--- src/rtl/conv_encoder.sv ---
// Rate-1/2 feed-forward convolutional encoder with zero-tail termination.
// Accepts FRAME_LEN data bits, then flushes K-1 zero bits so the trellis
// ends in the all-zero state; one registered output stage with ready/valid.
module conv_encoder #(
  parameter int unsigned    K         = 5,
  parameter logic [K-1:0]   G0        = 5'b10011,
  parameter logic [K-1:0]   G1        = 5'b11101,
  parameter int unsigned    FRAME_LEN = 256
) (
  input  logic       clk,
  input  logic       rst,
  input  logic       start,
  input  logic       in_valid,
  input  logic       in_bit,
  output logic       in_ready,
  output logic       out_valid,
  output logic [1:0] out_sym,
  output logic       out_last,
  input  logic       out_ready,
  output logic       busy,
  output logic       done
);

  localparam int unsigned BW = $clog2(FRAME_LEN + 1);
  localparam int unsigned TW = $clog2(K);
  localparam logic [BW-1:0] LAST_BIT   = BW'(FRAME_LEN - 1);
  localparam logic [TW-1:0] TAIL_LEN   = TW'(K - 1);
  localparam logic [TW-1:0] TAIL_FINAL = TW'(K - 2);

  typedef enum logic [1:0] {IDLE, DATA, TAIL} state_t;

  state_t          state;
  logic [K-2:0]    sr;
  logic [BW-1:0]   bit_cnt;
  logic [TW-1:0]   tail_cnt;

  logic            slot_free;
  logic            data_push;
  logic            tail_push;
  logic            push;
  logic            new_bit;
  logic [K-1:0]    win;
  logic [1:0]      sym;

  // Output slot can take a new symbol when empty or being drained this cycle.
  assign slot_free = !out_valid || out_ready;
  assign in_ready  = (state == DATA) && slot_free;
  assign data_push = in_valid && in_ready;
  // Tail zeros are injected until all K-1 have been pushed, then we wait for
  // the final symbol to be taken.
  assign tail_push = (state == TAIL) && slot_free && (tail_cnt != TAIL_LEN);
  assign push      = data_push || tail_push;
  assign new_bit   = (state == DATA) ? in_bit : 1'b0;
  assign busy      = (state != IDLE);

  // Encoder window: newest bit at MSB, older history below it.
  assign win = {new_bit, sr};
  assign sym = {^(win & G0), ^(win & G1)};

  // Frame FSM, shift register, counters and the output register.
  always_ff @(posedge clk or posedge rst) begin
    if (rst) begin
      state     <= IDLE;
      sr        <= '0;
      bit_cnt   <= '0;
      tail_cnt  <= '0;
      out_valid <= 1'b0;
      out_sym   <= 2'b00;
      out_last  <= 1'b0;
      done      <= 1'b0;
    end else begin
      done <= 1'b0;

      if (slot_free) begin
        out_valid <= push;
        out_last  <= tail_push && (tail_cnt == TAIL_FINAL);
        if (push) begin
          out_sym <= sym;
        end
      end

      if (push) begin
        sr <= {new_bit, sr[K-2:1]};
      end

      case (state)
        IDLE: begin
          if (start) begin
            state    <= DATA;
            sr       <= '0;
            bit_cnt  <= '0;
            tail_cnt <= '0;
          end
        end
        DATA: begin
          if (data_push) begin
            bit_cnt <= bit_cnt + BW'(1);
            if (bit_cnt == LAST_BIT) begin
              state    <= TAIL;
              tail_cnt <= '0;
            end
          end
        end
        TAIL: begin
          if (tail_push) begin
            tail_cnt <= tail_cnt + TW'(1);
          end else if ((tail_cnt == TAIL_LEN) && out_valid && out_ready && out_last) begin
            state <= IDLE;
            done  <= 1'b1;
          end
        end
        default: state <= IDLE;
      endcase
    end
  end

endmodule

--- config.mk ---
export PLATFORM = sky130hd
export DESIGN_NAME = conv_encoder
export DESIGN_NICKNAME = d
export VERILOG_FILES = /design/src/rtl/conv_encoder.sv
export SDC_FILE = /design/constraint.sdc
export NUM_CORES = 1
export LEC_CHECK = 0
export ABC_AREA = 1
export CORE_MARGIN = 1.5
export CORE_UTILIZATION = 30
export CTS_CLUSTER_DIAMETER = 80
export DETAILED_ROUTE_END_ITERATION = 16
export PLACE_DENSITY = 0.48
export RECOVER_POWER = 25
export SYNTH_ARGS = -nofsm -noshare
export SYNTH_HDL_FRONTEND = slang
export SYNTH_SLANG_ARGS = --single-unit
--- constraint.sdc ---
create_clock -name clk -period 3.1 [get_ports clk]
set_input_delay 0.465 -clock clk [delete_from_list [all_inputs] [get_ports clk]]
set_output_delay 0.465 -clock clk [all_outputs]
set_load 0.01 [all_outputs]
---- Yosys cells after proc, flatten, opt, wreduce, memory -nomap -nowiden ----
Cells that the tools add are included.
cells by class
  add/subtract/negate cells ............... 2
  reductions and logical operators ........ 21
  multiplexer cells ....................... 21
  equal/unequal tests ..................... 12
operators by type and width
  operator                                             count
  2-to-1 mux 9 bit                                     2
  case mux 9 bit (2 select lines)                      1
  2-to-1 mux 3 bit                                     4
  2-to-1 mux 4 bit                                     3
  2-to-1 mux 2 bit                                     5
  AND reduction 5 bit                                  2
  parity 5 bit                                         2
  adder 9 x 1 -> 9 bit, second input constant          1
  equality test 9 x 8 -> 1 bit, second input constant  1
  case mux 3 bit (3 select lines)                      1
  logical AND 1 bit                                    8
  != test 2 bit, second input constant                 4
  case mux 2 bit (3 select lines)                      1
  2-to-1 mux 1 bit                                     4
  != test 2 x 1 -> 1 bit, second input constant        2
  nonzero test 2 bit                                   2
  adder 3 x 1 -> 3 bit, second input constant          1
  equality test 3 x 2 -> 1 bit, second input constant  1
  equality test 3 bit, second input constant           1
  != test 3 bit, second input constant                 1
  AND reduction 3 bit                                  1
  nonzero test 3 bit                                   1
  equality test 2 x 1 -> 1 bit, second input constant  1
  equality test 2 bit, second input constant           1
  4 further kinds                                      5
storage, ports and cells
  flip-flop bits (word level) ............. 23

---- Longest topological paths before layout ----
Gate-level depths: netlist (run 1).
  depth after elaboration ................. 8
  depth in mapped cells ................... 11

---- Least setup slack after synthesis (run 1) ----
No wires, ideal clock.
  path type ............................... flip-flop to flip-flop
  start point ............................. register bit_cnt[1]
  end point ............................... register tail_cnt[0]
  clock period less this slack ............ 1.546 ns
  data required time ...................... 2.983 ns
  stages on the path, launching flop included .. 12
  path slack .............................. 1.554 ns
  arrival time ............................ 1.430 ns
  library setup time ...................... 0.117 ns
  path through ............................ dfrtp_1 > ha_1 > nand2_1 > nor2_1 > nand2_1 > nor2_1 > ha_1 > nor2_1 > nor2_2 > nand2_1 > nand2_1 > nand2_1
between the ends
  cells in the longest elaborated chain, start to end .. 3
RTL lines
  item                                     RTL line  RTL
  from (decl)                              34        logic [BW-1:0] bit_cnt;
  from (signal assigned)                   97        bit_cnt <= bit_cnt + BW'(1);
  equality test 9 x 8 -> 1 bit             98        if (bit_cnt == LAST_BIT) begin
  != test 2 x 1 -> 1 bit (no source line)  n/a
  AND reduction 5 bit (no source line)     n/a
  to (signal assigned)                     106       tail_cnt <= tail_cnt + TW'(1);
  to (decl)                                35        logic [TW-1:0] tail_cnt;
No other way between the ends.
A chain may end at the register's enable or synchronous reset.

---- Worst setup path after layout (run 1) ----
  start point ............................. input port out_ready
  end point ............................... output port in_ready
between the ends
  cells in the longest elaborated chain, start to end .. 2
RTL lines
  item               RTL line  RTL
  from (decl)        19        input logic out_ready,
  logical OR 1 bit   46        assign slot_free = !out_valid || out_ready;
  logical AND 1 bit  47        assign in_ready = (state == DATA) && slot_free;
  to (decl)          15        output logic in_ready,
No other way between the ends.

==> results of run 1 <==
==> per-layer routing <==
| layer | vias to the layer above | GRT usage [%] | wire length [um] |
|---|---|---|---|
| li1 | 564 | - | - |
| met3 | 2 | 2.597 | 76 |
| met2 | 13 | 22.24 | 1176 |
| met4 | 0 | 5.147 | 25 |
| met1 | 491 | 16.94 | 1286 |
| met5 | - | 0 | 0 |
==> area by class of cell <==
cell class	instances	area, um^2
tap	50	62.56
timing repair buffer	12	120.1
inverter	27	103.9
multi-input combinational	123	610.6
fill	450	2569
sequential	23	575.6
clock buffer	4	45.04
==> critical path: cells and delay by family <==
| kind | cells | cell delay, ns |
|---|---|---|
| and+or+nand+nor | 2 | 0.17 |
| buffers and inverters | 2 | 1.13 |
==> stage by stage <==
step / power, W / instances / hold slack (ns) / worst slack, ns
5_1_grt: 0.0008785 / 239 / 0.5313 / 0.8148
3_5_place_dp: 0.0006341 / 235 / 0.4718 / 0.9461
6_report: 0.0008102 / 239 / 0.4890 / 0.8663
3_3_place_gp: 0.0006293 / 235 / 0.4682 / 0.9706
4_1_cts: 0.0008296 / 239 / 0.4934 / 0.9256
2_1_floorplan: 0.0005609 / 174 / 0.4517 / 1.554
==> layout by cell type, fill, tap and decap left out <==
master	netlist	routed
nand3_4	1	1
nor2_1	24	24
xnor2_1	1	1
xor2_1	1	1
clkbuf_8	0	3
nand2_2	4	4
a22o_1	1	1
o21ai_1	4	4
o21ai_0	1	1
inv_1	21	21
clkbuf_1	0	1
a21oi_1	3	3
nor2_4	1	1
nor2_2	2	2
dfrtp_1	23	23
o21ai_2	1	1
o31ai_1	1	1
nand3_1	16	16
dlygate4sd3_1	0	2
nand2_1	54	54
a21oi_2	3	3
clkdlybuf4s50_1	0	10
ha_1	5	5
inv_4	1	1
inv_2	5	5
==> registers in the layout (all words and copies together) (netlist names) <==
| signal | count |
|---|---|
| bit_cnt | 9 |
| out_sym | 2 |
| done | 1 |
| out_valid | 1 |
| sr | 4 |
| tail_cnt | 3 |
| state | 2 |
| out_last | 1 |
==> report_power, final <==
part	switching [W]	leakage [nW]	internal, W	total (W)
sequential	0.0000529	0.281	0.000360	0.000412
clock	0.0000938	0.0228	0.0000916	0.000185
combinational	0.000120	0.467	0.0000928	0.000212
total	0.000266	0.770	0.000544	0.000810
==> worst paths after layout <==
check,endpoint,slack [ns],from,depth (start not counted)
worst min register to register,out_sym[0]$_DFFE_PP0P_,0.49,out_sym[0]$_DFFE_PP0P_,2
worst max-delay path,in_ready,0.87,out_ready,4
worst min-delay path,out_sym[0]$_DFFE_PP0P_,0.49,out_sym[0]$_DFFE_PP0P_,2
min in group asynchronous,bit_cnt[5]$_DFFE_PP0P_,0.83,rst,2
worst max register to register,tail_cnt[2]$_DFFE_PP0P_,1.29,bit_cnt[1]$_DFFE_PP0P_,11
max in group asynchronous,bit_cnt[2]$_DFFE_PP0P_,1.72,rst,2
==> kinds of logic after synthesis <==
group | Yosys count | share of synthesized area (%)
adder cells (fa/ha/maj) | 5 | 4.831
AND/OR/NAND/NOR | 102 | 33.91
flip-flops | 23 | 44.44
buffers and inverters | 28 | 8.406
AO/OA/AOI/OAI | 14 | 7.053
XOR/XNOR | 2 | 1.353
==> impl_metrics.tcl, run 1 <==
set metrics [dict create \
    detail-route-antenna-nets 0 \
    final_area_um2 1518 \
    status "finished, final reports clean" \
    syn_to_final_growth_pct 17.20 \
    start_kind "input pin" \
    grt_pass1_wl_um 4671 \
    die_y_um 68.70 \
    setup_viol 0 \
    synthArstFlopShare_pct 100.0 \
    leakagePower_nw 0.7704 \
    initial_utilization_pct 31.69 \
    clk_latency_ns 0.26 \
    core_um2 4086 \
    port_buffers 12 \
    cts_made_buffers 3 \
    relSlewSlack_pct 40.10 \
    fmax_mhz 447.7 \
    post-route-util_pct 37.14 \
    netlist_top_cells_count "54 x nand2_1, 24 x nor2_1, 23 x dfrtp_1, 21 x inv_1, 16 x nand3_1" \
    grt_max_degree 24 \
    tns_ns 0 \
    synth_fp_nets 185 \
    p_per_area_nw_per_um2 533.8 \
    ctsResizeCount 0 \
    path_common_cell "nor2_1" \
    cts_hold_buf 0 \
    cap_violations 0 \
    finalCriticalPeriod_ns 2.234 \
    path_max_fanout 3 \
    dpl_cell_area_um2 1473 \
    syn_avg_cell_area_um2 7.442 \
    synth-seq-area-share_pct 44.44 \
    layout-drive-gt1-share_pct 11.11 \
    die_width_um 68.70 \
    finalCritPeriodShare_pct 72.05 \
    cp_cell_sequence "dlygate4sd3_1, nor2_1, nor2_1, clkdlybuf4s50_1" \
    cts.sinks 23 \
    clockBufferDepth 2 \
    yosys-top-cells-area "dfrtp_1 44%, nand2_1 16%, nor2_1 7.0%" \
    ys.warnings.count 0 \
    synthCells 174 \
    peakVddDrop_v 0.0002516 \
    synth-edff-count 0 \
    post_cts_buffers 0 \
    hold_path.class "reg -> reg" \
    root_buffer "clkbuf_8" \
    worst_ep_required_time_ns 2.63 \
    worstMarginPinSlew_ns 0.8974 \
    first_global_vias 1064 \
    arrival_ns 1.77 \
    antennaDiodeCount 0 \
    vias_per_cell 4.477 \
    fin_nets 201 \
    syn-cell-area_um2 1295 \
    vias 1070 \
    synth_seq_cells 23 \
    slew_violations 0 \
    htree_levels 1 \
    hold_viol 0 \
    synth_cell_types 22 \
    antenna_found_initial 0 \
    cts_tree "done" \
    first_pass_iters 4 \
    track_usage_pct 13.32 \
    critPathSlowestCell "dlygate4sd3_1" \
    wl_per_cell_um 10.73 \
    crit_type "in -> out" \
    post-synth-top-area-cell "dfrtp_1" \
    ys.flop_type "dfrtp_1" \
    cpPeakStageDelay_ns 0.58 \
    rsz0062_at_grt "false" \
    drt_iter0_drc 34 \
    gp_congestion 0.8251 \
    clk_pin_slew_ns 0.08 \
    worst_setup_path_end_kind "output pin" \
    overflow 0 \
    drt_wl_total_um 2565 \
    placementRows 23 \
    dieArea_um2 4720 \
    yosysMostFrequentCell "nand2_1" \
    dp_hpwl_um 1997 \
    fin_skew_ns 0.003675 \
    drc 0 \
    synth_top_area_share_pct 44.44 \
    io_pins 13 \
]
No activity file was read; power rests on OpenSTA's default activity.
==> run 2, diff against run 1 <==
--- a/config.mk
+++ b/config.mk
@@ -10,7 +10,7 @@
 export CORE_UTILIZATION = 30
 export CTS_CLUSTER_DIAMETER = 80
 export DETAILED_ROUTE_END_ITERATION = 16
-export PLACE_DENSITY = 0.48
+export PLACE_DENSITY = 0.5
 export RECOVER_POWER = 25
 export SYNTH_ARGS = -nofsm -noshare
 export SYNTH_HDL_FRONTEND = slang
==> constraint.sdc (replaced) <==
create_clock -name clk -period 2 [get_ports clk]
set_input_delay 0.3 -clock clk [delete_from_list [all_inputs] [get_ports clk]]
set_output_delay 0.3 -clock clk [all_outputs]
set_load 0.01 [all_outputs]
==> run 2 against run 1 <==
Effect of this change: flip-flop and latch count unchanged; die area did not move; highest routed layer unchanged; sequential share of layout area decreased by 0.28 points; total power is 56% higher; largest cell class unchanged; largest power group unchanged.
==> impl_metrics.tcl, run 2 (synthesis gave the netlist of run 1 again) <==
set metrics [dict create \
    status "finished, final reports clean" \
    start_kind "flop" \
    hold_depth 2 \
    io_pins 13 \
    cts_made_buffers 3 \
    wl_per_cell_um 11.15 \
    finalCriticalPeriod_ns 1.877 \
    root_buffer "clkbuf_8" \
    top_layer "met4" \
    dieArea_um2 4720 \
    dpl_cell_area_um2 1488 \
    peakVddDrop_v 0.0003728 \
    layout-drive-gt1-share_pct 11.52 \
    cap_violations 0 \
    critPathSlowestCell "clkdlybuf4s50_1" \
    largest_reg_flops 9 \
    grt_max_degree 24 \
    die_y_um 68.70 \
    vias_per_cell 4.498 \
    power_switching_w 0.0004161 \
    path_max_fanout 5 \
    hold_path_startpoint "out_sym[1]$_DFFE_PP0P_" \
    r2r-end "tail_cnt[2]$_DFFE_PP0P_" \
    r2r_slack_ns 0.20 \
    largestRegisters "bit_cnt: 9 flops, sr: 4 flops, tail_cnt: 3 flops" \
    gp_congestion 0.8170 \
    cpPeakStageDelay_ns 0.54 \
    drt_iter0_drc 63 \
    worst_setup_path_end_kind "output pin" \
    rsz0062_at_grt "false" \
    fin_nets 203 \
    grt_pass1_wl_um 4754 \
    pwr-share-seq_pct 50.7 \
    p_int_w 0.0008438 \
    hold_end "out_sym[1]$_DFFE_PP0P_" \
    first_pass_iters 4 \
    overflow 0 \
    slew_violations 0 \
    cts_tree "done" \
    syn_to_final_growth_pct 18.07 \
    clk_latency_ns 0.27 \
    hold_viol 0 \
    initial_utilization_pct 31.69 \
    hold_path.class "reg -> reg" \
    drc 0 \
    seq_area_um2 575.6 \
    clockBufferDepth 2 \
    worstMarginPinSlew_ns 1.333 \
    setup_viol 0 \
    cp_cell_sequence "inv_2, nand2_2, nor2_1, clkdlybuf4s50_1" \
    multiInputGateArea_um2 610.6 \
    post-route-util_pct 37.42 \
    crit_family "buffers and inverters" \
    dp_hpwl_um 1994 \
    hold_slack_ns 0.4889 \
    track_usage_pct 13.64 \
    fin_skew_ns 0.01150 \
    cp.depth 4 \
    finalCritPeriodShare_pct 93.87 \
    first_global_vias 1072 \
    port_buffers 12 \
    combPwrFrac_pct 26.1 \
    placementRows 23 \
    clk_pin_slew_ns 0.09 \
    drt_wl_total_um 2686 \
    relSlewSlack_pct 11.12 \
    p_per_area_nw_per_um2 824.0 \
    final_cell_mix "54 x nand2_1, 24 x nor2_1, 23 x dfrtp_1" \
    wl_met2_um 1196 \
    antennaDiodeCount 0 \
    fmax_mhz 532.7 \
    p_clk_share_pct 23.2 \
    regMostFlops "bit_cnt" \
    swShare_pct 33.03 \
    leakagePower_nw 0.7760 \
    layout_commonest_cell "nand2_1" \
    htree_levels 1 \
    worst_ep_required_time_ns 1.70 \
    met3_length_um 89 \
    vias 1084 \
    core_um2 4086 \
    arrival_ns 1.58 \
    cts.sinks 23 \
    detail-route-antenna-nets 0 \
    final_area_um2 1529 \
    tns_ns 0 \
    fillers 418 \
    die_width_um 68.70 \
    dpl.cell_count 237 \
    crit_type "reg -> out" \
    r2r_start "bit_cnt[1]$_DFFE_PP0P_" \
    m1WireLength_um 1374 \
    r2r_cells 11 \
    crit_buf_inv 2 \
    antenna_found_initial 0 \
    final-instance-count-excl-fill 241 \
]
## run 2: cell count changes in the layout (fill, tap and decap cells not counted), sizes merged
cell,previous run,this run
buf,0,1
clkbuf,4,5
clkdlybuf4s50,10,11
dlygate4sd3,2,1
## run 2: layer usage
layer  track usage, %  up-vias
met4            3.676        0
li1                 -      571
met3            4.058        2
met5                0        -
met1            17.75      497
met2            22.00       14
## run 2: worst register-to-register path: stages (launching register included)
cell,delay [ns]
dfrtp_1,0.39
ha_1,0.21
nand2_1,0.08
nor2_1,0.14
nand2_1,0.09
nor2_1,0.11
ha_1,0.18
nor2_1,0.06
nor2_2,0.18
nand2_1,0.13
nand2_1,0.08
nand2_1,0.05
## run 2: how the worst max path moves through the flow
stage,end,startpoint,slack (ns)
floorplan,tail_cnt[0]$_DFFE_PP0P_,bit_cnt[1]$_DFFE_PP0P_,0.45
global placement,in_ready,out_ready,0.21
detailed placement,in_ready,out_ready,0.19
CTS,in_ready,state[1]$_DFFE_PP0P_,0.11
global route,tail_cnt[2]$_DFFE_PP0P_,bit_cnt[1]$_DFFE_PP0P_,0.001
finish,in_ready,state[1]$_DFFE_PP0P_,0.12
## run 2: metrics by stage
| step | setup WS (ns) | total power [W] |
|---|---|---|
| 6_report | 0.1227 | 0.001260 |
| 5_1_grt | 0.001388 | 0.001378 |
| 4_1_cts | 0.1088 | 0.001284 |
| 3_5_place_dp | 0.1870 | 0.0009824 |
| 3_3_place_gp | 0.2051 | 0.0009745 |
| 2_1_floorplan | 0.4537 | 0.0008693 |
## run 2: final cells by class
class,count,area share [%]
timing repair buffer,14,8.592
sequential,23,37.64
tap,50,4.092
clock buffer,4,2.946
inverter,27,6.792
multi-input combinational,123,39.93
## run 2: power by group through the flow
stage	clock [W]	combinational, W	sequential (W)
after global placement	0	0.000328	0.000646
after floorplan	0	0.000231	0.000638
final	0.000293	0.000328	0.000639
after detailed placement	0	0.000334	0.000648
after global routing	0.000336	0.000388	0.000654
after CTS	0.000310	0.000335	0.000639
## run 2: timing repair
| action | 4_1_cts | 5_1_grt |
|---|---|---|
| hold buffers | 0 | 0 |
| setup buffers | 0 | 0 |
| resized for setup | 0 | 0 |
| setup endpoints to repair | 0 | 2 |
==> run 3, diff against run 2 <==
--- a/config.mk
+++ b/config.mk
@@ -11,7 +11,7 @@
 export CTS_CLUSTER_DIAMETER = 80
 export DETAILED_ROUTE_END_ITERATION = 16
 export PLACE_DENSITY = 0.5
-export RECOVER_POWER = 25
+export SKIP_CTS_REPAIR_TIMING = 1
 export SYNTH_ARGS = -nofsm -noshare
 export SYNTH_HDL_FRONTEND = slang
 export SYNTH_SLANG_ARGS = --single-unit
==> run 3 against run 2 <==
Effect of this change: worst setup slack stayed put; clock power hardly changed; critical path depth unchanged; flip-flop and latch count is the same; routed wire length is essentially flat; via count stayed put; register-to-register slack about the same; clock skew barely moved; die area is the same; sequential share of layout area down 0.092 points; worst hold slack lost 0.12 ns; global-route usage did not move; critical path type unchanged; largest cell class unchanged; highest routed layer unchanged.
==> impl_metrics.tcl, run 3 (synthesis gave the netlist of run 1 again) <==
set metrics [dict create \
    status "finished, final reports clean" \
    crit_type "reg -> out" \
    largestRegisters "bit_cnt: 9 flops, sr: 4 flops, tail_cnt: 3 flops" \
    track_usage_pct 13.64 \
    relSlewSlack_pct 78.77 \
    final_cell_mix "54 x nand2_1, 24 x nor2_1, 23 x dfrtp_1" \
    slew_violations 0 \
    die_y_um 68.70 \
    io_pins 13 \
    gp_congestion 0.8170 \
    drc 0 \
    fmax_mhz 532.7 \
    vias_per_cell 4.498 \
    cap_violations 0 \
    grt.busiest_layer "met2" \
    clk_pin_slew_ns 0.09 \
    antenna_found_initial 0 \
    hold_slack_ns 0.3691 \
    tns_ns 0 \
    core_um2 4086 \
    cts_made_buffers 3 \
    clk_latency_ns 0.27 \
    drt_wl_total_um 2684 \
    hold_viol 0 \
    syn_to_final_growth_pct 18.36 \
    peakVddDrop_v 0.0003728 \
    dieArea_um2 4720 \
    finalCriticalPeriod_ns 1.877 \
    hold_path.class "in -> async" \
    grtUsageMet3_pct 4.058 \
    r2r_cells 11 \
    first_global_vias 1072 \
    rsz0062_at_grt "false" \
    arrival_ns 1.58 \
    r2r_slack_ns 0.20 \
    antennaDiodeCount 0 \
    die_width_um 68.70 \
    root_buffer "clkbuf_8" \
    dp_hpwl_um 1994 \
    cp_cell_sequence "inv_2, nand2_2, nor2_1, clkdlybuf4s50_1" \
    initial_utilization_pct 31.69 \
    htree_levels 1 \
    dp_slack_ns 0.1870 \
    p_int_w 0.0008451 \
    cts_tree "done" \
    layout-drive-gt1-share_pct 12.04 \
    power_switching_w 0.0004161 \
    worst_setup_path_end_kind "output pin" \
    setup_viol 0 \
    worstMarginPinSlew_ns 0.3184 \
    path_max_fanout 5 \
    pwr-share-seq_pct 50.6 \
    grt_use_met1_pct 17.75 \
    critPathSlowestCell "clkdlybuf4s50_1" \
    r2r-end "tail_cnt[2]$_DFFE_PP0P_" \
    r2r_start "bit_cnt[1]$_DFFE_PP0P_" \
    fin_skew_ns 0.01150 \
    cpPeakStageDelay_ns 0.54 \
    start_kind "flop" \
    cts.sinks 23 \
    finalCritPeriodShare_pct 93.87 \
    dpl.cell_count 237 \
    overflow 0 \
    port_buffers 12 \
    p_per_area_nw_per_um2 822.9 \
    grt_pass1_wl_um 4754 \
    detail-route-antenna-nets 0 \
    grt_max_degree 24 \
    final-instance-count-excl-fill 241 \
    fin_nets 203 \
    layout_commonest_cell "nand2_1" \
    p_clk_share_pct 23.2 \
    layout_setup_ws_ns 0.1227 \
    leakagePower_nw 0.7793 \
    placementRows 23 \
    clockBufferDepth 2 \
    regMostFlops "bit_cnt" \
    swShare_pct 32.99 \
    first_pass_iters 4 \
    largest_reg_flops 9 \
    grt_use_met2_pct 22.00 \
    wl_per_cell_um 11.14 \
    drt_iter0_drc 63 \
    vias 1084 \
    combPwrFrac_pct 26.2 \
    startpoint "state[1]$_DFFE_PP0P_" \
    worst_ep_required_time_ns 1.70 \
]
-- run 3: changes by cell type in the layout (fill, tap and decap cells not counted), sizes merged --
| cell | previous run | this run |
|---|---|---|
| buf | 1 | 2 |
| clkbuf | 5 | 4 |
| clkdlybuf4s50 | 11 | 12 |
| dlygate4sd3 | 1 | 0 |
-- run 3: worst max-delay path by stage --
stage / to / slack, ns
2_1_floorplan: tail_cnt[0]$_DFFE_PP0P_ / 0.45
3_3_place_gp: in_ready / 0.21
3_5_place_dp: in_ready / 0.19
4_1_cts: in_ready / 0.11
5_1_grt: tail_cnt[2]$_DFFE_PP0P_ / 0.001
6_report: in_ready / 0.12
-- run 3: worst max-delay path: cells and delay by family (launching register included) --
family | cells | cell delay (ns)
buf+inv | 2 | 0.65
simple gates | 2 | 0.24
flops | 1 | 0.43
-- run 3: area by class of cell --
| cell class | count | area (um^2) |
|---|---|---|
| clock buffers | 4 | 45.04 |
| fillers | 419 | 2554 |
| inverters | 27 | 103.9 |
| multi-input cells | 123 | 610.6 |
| flip-flops and latches | 23 | 575.6 |
| well taps | 50 | 62.56 |
| repair buffers | 14 | 135.1 |
-- run 3: layer usage --
| layer | up-vias | wire (um) |
|---|---|---|
| met5 | - | 0 |
| met4 | 0 | 25 |
| met3 | 2 | 88 |
| met2 | 14 | 1197 |
| met1 | 497 | 1372 |
| li1 | 571 | - |
-- run 3: stage by stage --
stage / util [%] / cell area (um^2) / power, W
2_1_floorplan: - / 1295 / 0.0008693
3_3_place_gp: 36.41 / 1488 / 0.0009745
3_5_place_dp: 36.41 / 1488 / 0.0009824
4_1_cts: 37.51 / 1533 / 0.001284
5_1_grt: 37.51 / 1533 / 0.001379
6_report: 37.51 / 1533 / 0.001261
-- run 3: power by group through the flow --
stage	logic [W]	clock network, W	registers [W]
after floorplan	0.000231	0	0.000638
after global placement	0.000328	0	0.000646
after detailed placement	0.000334	0	0.000648
after CTS	0.000335	0.000310	0.000639
after global routing	0.000389	0.000336	0.000654
final	0.000330	0.000293	0.000639
